**src/rtl/tt_sweep_pkg.sv**
```systemverilog
// Shared definitions for the truth-table sweep blocks: state encoding and
// the width helper that sizes the per-pattern settle counter.
package tt_sweep_pkg;

  localparam logic [1:0] ST_IDLE_ENC   = 2'd0;
  localparam logic [1:0] ST_SETTLE_ENC = 2'd1;
  localparam logic [1:0] ST_CHECK_ENC  = 2'd2;
  localparam logic [1:0] ST_DONE_ENC   = 2'd3;

  typedef enum logic [1:0] {
    ST_IDLE   = ST_IDLE_ENC,
    ST_SETTLE = ST_SETTLE_ENC,
    ST_CHECK  = ST_CHECK_ENC,
    ST_DONE   = ST_DONE_ENC
  } sweep_state_e;

  // Bits needed to count 0..cycles-1; never less than one bit.
  function automatic int settle_cnt_w(input int cycles);
    int w;
    w = 1;
    for (int i = 1; i < 32; i++) begin
      if ((1 << w) < cycles) w = w + 1;
    end
    return w;
  endfunction

endpackage

```
**src/rtl/tt_settle_timer.sv**
```systemverilog
// Load/count counter that flags when it has reached a fixed terminal value;
// times how long each stimulus pattern is held before sampling.
module tt_settle_timer #(
  parameter int          W        = 1,
  parameter int unsigned TERMINAL = 0
) (
  input  logic clk,
  input  logic rst,
  input  logic load,
  input  logic en,
  output logic tc
);

  localparam logic [W-1:0] TC_VAL = W'(TERMINAL);

  logic [W-1:0] cnt;

  always_ff @(posedge clk or posedge rst) begin
    if (rst) begin
      cnt <= '0;
    end else if (load) begin
      cnt <= '0;
    end else if (en) begin
      cnt <= cnt + W'(1);
    end
  end

  assign tc = (cnt == TC_VAL);

endmodule

```
**src/rtl/truth_table_sweeper.sv**
```systemverilog
// Exhaustive-stimulus checker: walks every input pattern, samples the block
// under test after a settle time and compares against an expected truth table.
module truth_table_sweeper
  import tt_sweep_pkg::*;
#(
  parameter int                 N_IN   = 3,
  parameter int                 SETTLE = 2,
  parameter logic [2**N_IN-1:0] EXPECT = 8'hE8
) (
  input  logic            clk,
  input  logic            rst,
  input  logic            start,
  input  logic            y_in,
  output logic [N_IN-1:0] pattern,
  output logic            busy,
  output logic            done,
  output logic            pass,
  output logic [N_IN:0]   err_cnt,
  output logic [N_IN-1:0] first_fail,
  output logic            first_fail_vld
);

  localparam int              CNT_W    = settle_cnt_w(SETTLE);
  localparam logic [N_IN-1:0] LAST_PAT = {N_IN{1'b1}};

  sweep_state_e state, state_nxt;

  logic            accept;
  logic            check_cyc;
  logic            last_pat;
  logic            mismatch;
  logic            settle_tc;
  logic [N_IN:0]   err_nxt;

  assign accept    = (state == ST_IDLE) && start;
  assign check_cyc = (state == ST_CHECK);
  assign last_pat  = (pattern == LAST_PAT);
  assign mismatch  = check_cyc && (y_in != EXPECT[pattern]);
  assign err_nxt   = err_cnt + {{N_IN{1'b0}}, mismatch};

  // Counter is held at zero outside SETTLE, so every pattern starts a fresh count.
  tt_settle_timer #(
    .W       (CNT_W),
    .TERMINAL(SETTLE - 1)
  ) u_settle_timer (
    .clk (clk),
    .rst (rst),
    .load(state != ST_SETTLE),
    .en  (state == ST_SETTLE),
    .tc  (settle_tc)
  );

  always_ff @(posedge clk or posedge rst) begin
    if (rst) begin
      state <= ST_IDLE;
    end else begin
      state <= state_nxt;
    end
  end

  always_comb begin
    state_nxt = state;
    case (state)
      ST_IDLE:   if (start) state_nxt = ST_SETTLE;
      ST_SETTLE: if (settle_tc) state_nxt = ST_CHECK;
      ST_CHECK:  state_nxt = last_pat ? ST_DONE : ST_SETTLE;
      ST_DONE:   state_nxt = ST_IDLE;
      default:   state_nxt = ST_IDLE;
    endcase
  end

  // Status flags follow the state being entered, so they line up with it.
  always_ff @(posedge clk or posedge rst) begin
    if (rst) begin
      busy <= 1'b0;
      done <= 1'b0;
    end else begin
      busy <= (state_nxt == ST_SETTLE) || (state_nxt == ST_CHECK);
      done <= (state_nxt == ST_DONE);
    end
  end

  always_ff @(posedge clk or posedge rst) begin
    if (rst) begin
      pattern        <= '0;
      err_cnt        <= '0;
      first_fail     <= '0;
      first_fail_vld <= 1'b0;
      pass           <= 1'b0;
    end else if (accept) begin
      pattern        <= '0;
      err_cnt        <= '0;
      first_fail_vld <= 1'b0;
      pass           <= 1'b0;
    end else if (check_cyc) begin
      err_cnt <= err_nxt;
      if (mismatch && !first_fail_vld) begin
        first_fail     <= pattern;
        first_fail_vld <= 1'b1;
      end
      // The verdict uses the count including this final comparison.
      if (last_pat) begin
        pass <= (err_nxt == '0);
      end else begin
        pattern <= pattern + N_IN'(1);
      end
    end
  end

endmodule

```
**config.mk**
```make
export PLATFORM = sky130hd
export DESIGN_NAME = truth_table_sweeper
export DESIGN_NICKNAME = d
export VERILOG_FILES = /design/src/rtl/tt_sweep_pkg.sv /design/src/rtl/tt_settle_timer.sv /design/src/rtl/truth_table_sweeper.sv
export SDC_FILE = /design/constraint.sdc
export NUM_CORES = 1
export LEC_CHECK = 0
export CORE_MARGIN = 2
export CORE_UTILIZATION = 32
export CTS_BUF_LIST = sky130_fd_sc_hd__clkbuf_4 sky130_fd_sc_hd__clkbuf_8
export DETAILED_ROUTE_END_ITERATION = 8
export GPL_TIMING_DRIVEN = 1
export MAX_ROUTING_LAYER = met4
export PLACE_DENSITY = 0.61
export SLEW_MARGIN = 20
export SYNTH_ARGS = -nofsm -noshare
export SYNTH_HDL_FRONTEND = slang
export SYNTH_SLANG_ARGS = --single-unit
```
**constraint.sdc**
```tcl
create_clock -name clk -period 2.4 [get_ports clk]
set_input_delay 0.6 -clock clk [delete_from_list [all_inputs] [get_ports clk]]
set_output_delay 0.6 -clock clk [all_outputs]
set_load 0.02 [all_outputs]
```
==> flow_results.xml <==
<?xml version="1.0" encoding="UTF-8"?>
<metrics>
  <group name="yosys">
    <metric name="synthDistinctLibCells" unit="">20</metric>
    <metric name="synthesis.yosys.warnings" unit="">0</metric>
    <metric name="area_of_the_mapped_netlist" unit="µm²">857.1</metric>
    <metric name="post-synth-top-area-cell" unit="">sky130_fd_sc_hd__dfrtp_1</metric>
    <metric name="synthXorXnorAreaFrac" unit="">0.03066</metric>
    <metric name="synth_edf_count" unit="">0</metric>
    <metric name="synth_compound_gate_area_share" unit="">0.1080</metric>
    <metric name="synthArstFlopShare" unit="">1.000</metric>
    <metric name="synth.net_count" unit="">82</metric>
    <metric name="share_of_synthesized_cell_area_in_full_adder_half_adder_and_majority_cells" unit="">0.08759</metric>
    <metric name="synth_seq_cells" unit="">17</metric>
    <metric name="post-synth-top-area-fraction" unit="">0.4964</metric>
    <metric name="synthMuxAreaShare" unit="">0.1182</metric>
    <metric name="main_combinational_cell_family_by_area_after_synthesis" unit="">simple AND/OR/NAND/NOR gates</metric>
    <metric name="synth-seq-area-share" unit="">0.4964</metric>
    <metric name="synth.cells.most_frequent" unit="">sky130_fd_sc_hd__dfrtp_1, sky130_fd_sc_hd__a22o_1, sky130_fd_sc_hd__nand2_1</metric>
    <metric name="post_synth_inst_count" unit="">72</metric>
    <metric name="synth-main-ff-cell" unit="">sky130_fd_sc_hd__dfrtp_1</metric>
    <metric name="post_synth_main_area_contributors" unit="">sky130_fd_sc_hd__dfrtp_1, sky130_fd_sc_hd__ha_1, sky130_fd_sc_hd__a22o_1</metric>
    <metric name="yosys.area_share.simple" unit="">0.1285</metric>
    <metric name="synth_most_common_cell" unit="">sky130_fd_sc_hd__dfrtp_1</metric>
    <metric name="avg_cell_area_syn" unit="µm²">11.90</metric>
  </group>
  <group name="placed_design">
    <metric name="gp_congestion" unit="">0.7808</metric>
    <metric name="port_buffer_count" unit="">17</metric>
    <metric name="dp_hpwl" unit="mm">1.179</metric>
  </group>
  <group name="floorplan">
    <metric name="horiz_die_dim" unit="µm">55.75</metric>
    <metric name="design.die.area" unit="µm²">3108</metric>
    <metric name="start_util" unit="">0.3428</metric>
    <metric name="design.portCount" unit="">18</metric>
    <metric name="core_region_area" unit="µm²">2500</metric>
    <metric name="floorplan.die.height" unit="µm">55.75</metric>
    <metric name="rows" unit="">18</metric>
  </group>
  <group name="setup_path">
    <metric name="critPathMaxStageDelay" unit="ps">430</metric>
    <metric name="timing.critical_path.from" unit="">pattern[0]$_DFFE_PP0P_</metric>
    <metric name="crit_path_frequent_cell" unit="">sky130_fd_sc_hd__ha_1</metric>
    <metric name="ff2ff_setup_slack" unit="ps">210</metric>
    <metric name="path_class" unit="">register to register</metric>
    <metric name="crit_path_cell_trace" unit="">inv_1 &gt; ha_1 &gt; mux2i_4 &gt; xnor2_1 &gt; nor2_1 &gt; ha_1 &gt; ha_1 &gt; nor3_1 &gt; nand2_1 &gt; o21ai_0</metric>
    <metric name="critPathArrivalTime" unit="ps">2400</metric>
    <metric name="depth_of_the_most_critical_reg_to_reg_path" unit="">10</metric>
    <metric name="worst-endpoint-required" unit="ps">2610</metric>
    <metric name="critical-path-slowest-cell" unit="">sky130_fd_sc_hd__dfrtp_1</metric>
    <metric name="rr_endpoint" unit="">pass$_DFFE_PP0P_</metric>
    <metric name="setup.worst_path.end_class" unit="">register</metric>
    <metric name="regToRegStartpoint" unit="">pattern[0]$_DFFE_PP0P_</metric>
    <metric name="crit_path_start_kind" unit="">register</metric>
    <metric name="critical_path_peak_fanout" unit="">5</metric>
  </group>
  <group name="job">
    <metric name="maxCapViolCount" unit="">0</metric>
  </group>
  <group name="clock_network">
    <metric name="tritoncts.num_buffers" unit="">3</metric>
    <metric name="cts_tree" unit="">built</metric>
    <metric name="hold_buffers" unit="">0</metric>
    <metric name="clk_transition_reported_paths" unit="ps">100</metric>
    <metric name="cts-root-to-sink-buffers" unit="">2</metric>
    <metric name="clock-root-buffer" unit="">sky130_fd_sc_hd__clkbuf_4</metric>
    <metric name="postCtsSetupRepairBufs" unit="">0</metric>
    <metric name="cts.sinks" unit="">17</metric>
    <metric name="clkLatencyLatePin" unit="ps">290</metric>
    <metric name="clock_tree.htree_level_count" unit="">1</metric>
  </group>
  <group name="timing">
    <metric name="final-setup-viol-count" unit="">0</metric>
    <metric name="layout_min_cycle_time" unit="ps">2190</metric>
    <metric name="slew_headroom" unit="">0.5743</metric>
    <metric name="final_max_slew_viol_count" unit="">0</metric>
    <metric name="final.hold.worst_slack" unit="ps">493.2</metric>
    <metric name="finalCritPeriodShare" unit="">0.9127</metric>
    <metric name="tightestPinTransition" unit="ps">637.9</metric>
    <metric name="report.final.hold_viol_count" unit="">0</metric>
    <metric name="clock.fmax" unit="MHz">456.5</metric>
    <metric name="maximum_clock_skew_at_final_layout" unit="ps">1.288</metric>
    <metric name="setup-tns-final" unit="ps">0</metric>
    <metric name="grt_setup_unrepaired" unit="">no</metric>
  </group>
  <group name="drt">
    <metric name="drt_iter0_markers" unit="">17</metric>
    <metric name="vias_cell" unit="">4.854</metric>
    <metric name="ant_nets" unit="">0</metric>
    <metric name="drc_errors" unit="">0</metric>
    <metric name="dr_total_vias" unit="">597</metric>
    <metric name="firstDrtPassIters" unit="">4</metric>
    <metric name="wl_per_cell" unit="µm">12.59</metric>
    <metric name="drt_wl_total" unit="mm">1.549</metric>
  </group>
  <group name="global_routing">
    <metric name="grt_pass1_vias" unit="">629</metric>
    <metric name="grt_start_max_net_pins" unit="">18</metric>
    <metric name="grt_overflow" unit="">0</metric>
    <metric name="wire_length_of_the_first_global_routing_pass" unit="mm">2.773</metric>
    <metric name="gr-usage-all-layers" unit="">0.1181</metric>
    <metric name="number_of_antenna_violations_at_the_first_check_in_global_routing" unit="">0</metric>
  </group>
  <group name="status">
    <metric name="status" unit="">finished, final reports clean</metric>
  </group>
  <group name="cells_and_area">
    <metric name="layout-area-overhead-vs-synth" unit="%">27.88</metric>
    <metric name="layout.nets" unit="">104</metric>
    <metric name="fraction_of_final_layout_cells_sized_beyond_drive_strength_1" unit="">0.1290</metric>
    <metric name="insertedDiodeCount" unit="">0</metric>
    <metric name="final_core_util" unit="">0.4384</metric>
  </group>
  <group name="power">
    <metric name="power.density" unit="nW/µm²">972.5</metric>
    <metric name="power.ir.vdd_worst" unit="mV">0.5290</metric>
    <metric name="power.leakage" unit="nW">0.5231</metric>
  </group>
  <group name="worst_hold_path">
    <metric name="worstHoldEndpoint" unit="">first_fail[1]$_DFFE_PP0P_</metric>
    <metric name="holdCritPathClass" unit="">register to register</metric>
    <metric name="hold-path-cell-count" unit="">1</metric>
    <metric name="hold_start" unit="">first_fail[1]$_DFFE_PP0P_</metric>
  </group>
</metrics>
==> routing by layer <==
| layer | GRT usage | up-vias | wire [µm] |
|---|---|---|---|
| met1 | 0.1404 | 281 | 739 |
| met5 | - | - | 0 |
| li1 | - | 300 | - |
| met4 | 0.07317 | 0 | 29 |
| met2 | 0.1854 | 12 | 736 |
| met3 | 0.02093 | 4 | 44 |
==> logic make-up (layout without fill, tap and decap cells) <==
logic type / count (synthesis) / in the layout
and+or+nand+nor: 21 / 21
DFF: 17 / 17
AOI/OAI and AO/OA: 12 / 12
muxes: 7 / 7
adders and majority gates: 6 / 6
buffers and inverters: 6 / 27
xor gates and xnor gates: 3 / 3
==> placed cells by master (no fill, tap or decap), drive strengths merged <==
| master | netlist | layout |
|---|---|---|
| o21ai | 3 | 3 |
| nor3 | 1 | 1 |
| clkbuf | 0 | 4 |
| buf | 1 | 1 |
| nand3 | 2 | 2 |
| xor2 | 2 | 2 |
| inv | 5 | 5 |
| mux2 | 5 | 5 |
| clkdlybuf4s50 | 0 | 17 |
| a22o | 8 | 8 |
| nor2b | 1 | 1 |
| nand3b | 2 | 2 |
| nor2 | 5 | 5 |
| dfrtp | 17 | 17 |
| or3 | 1 | 1 |
| mux2i | 2 | 2 |
| xnor2 | 1 | 1 |
| ha | 6 | 6 |
| nand2 | 8 | 8 |
| o21bai | 1 | 1 |
| nand2b | 1 | 1 |
==> how the worst max path moves through the flow <==
stage	endpoint	slack [ps]	cells past startpoint
floorplan	err_cnt[2]$_DFFE_PP0P_	250	9
global placement	err_cnt[2]$_DFFE_PP0P_	80	7
detailed placement	pass$_DFFE_PP0P_	60	9
CTS	pass$_DFFE_PP0P_	200	10
global route	pass$_DFFE_PP0P_	4	11
finish	pass$_DFFE_PP0P_	210	10
==> power breakdown <==
part           internal [mW]  leakage, nW  switching, mW
combinational          0.228        0.278          0.221
clock                 0.0759       0.0184         0.0881
sequential             0.368        0.226         0.0844
==> metrics by stage <==
step | area, µm² | std cells | power [mW] | setup WS, ps
floorplan | 857.1 | 72 | 0.7319 | 248.7
global placement | 1065 | 119 | 0.9021 | 81.72
detailed placement | 1065 | 119 | 0.9134 | 63.98
CTS | 1095 | 123 | 1.083 | 195.2
global route | 1096 | 123 | 1.155 | 4.296
finish | 1096 | 123 | 1.066 | 209.6
==> registers in the layout, summed over array words and instances (netlist names) <==
register,cells
busy,1
done,1
err_cnt,4
first_fail,3
first_fail_vld,1
pass,1
pattern,3
state,2
u_settle_timer.tc,1
==> worst max-delay path, delay by kind of cell, from the launching register on <==
family / cells / cell delay [ps]
adder cells (fa/ha/maj): 3 / 730
multiplexers: 1 / 220
AND/OR/NAND/NOR: 3 / 340
flip-flops: 1 / 430
AO/OA/AOI/OAI: 1 / 140
XOR/XNOR: 1 / 170
buffers and inverters: 1 / 80
==> final cells by class <==
type / instances / area [µm²]
Fill cell: 235 / 1404
Sequential cell: 17 / 426.7
Multi-Input combinational cell: 49 / 405.4
Timing Repair Buffer: 18 / 177.7
Tap cell: 30 / 37.54
Clock buffer: 4 / 30.03
Inverter: 5 / 18.77
==> repair_timing <==
item / 4_1_cts / 5_1_grt
setup endpoints to repair: 0 / 1
resized for setup: 0 / 1
endpoints found under the hold margin: 0 / 0
Power figures use the tool's default switching activity.
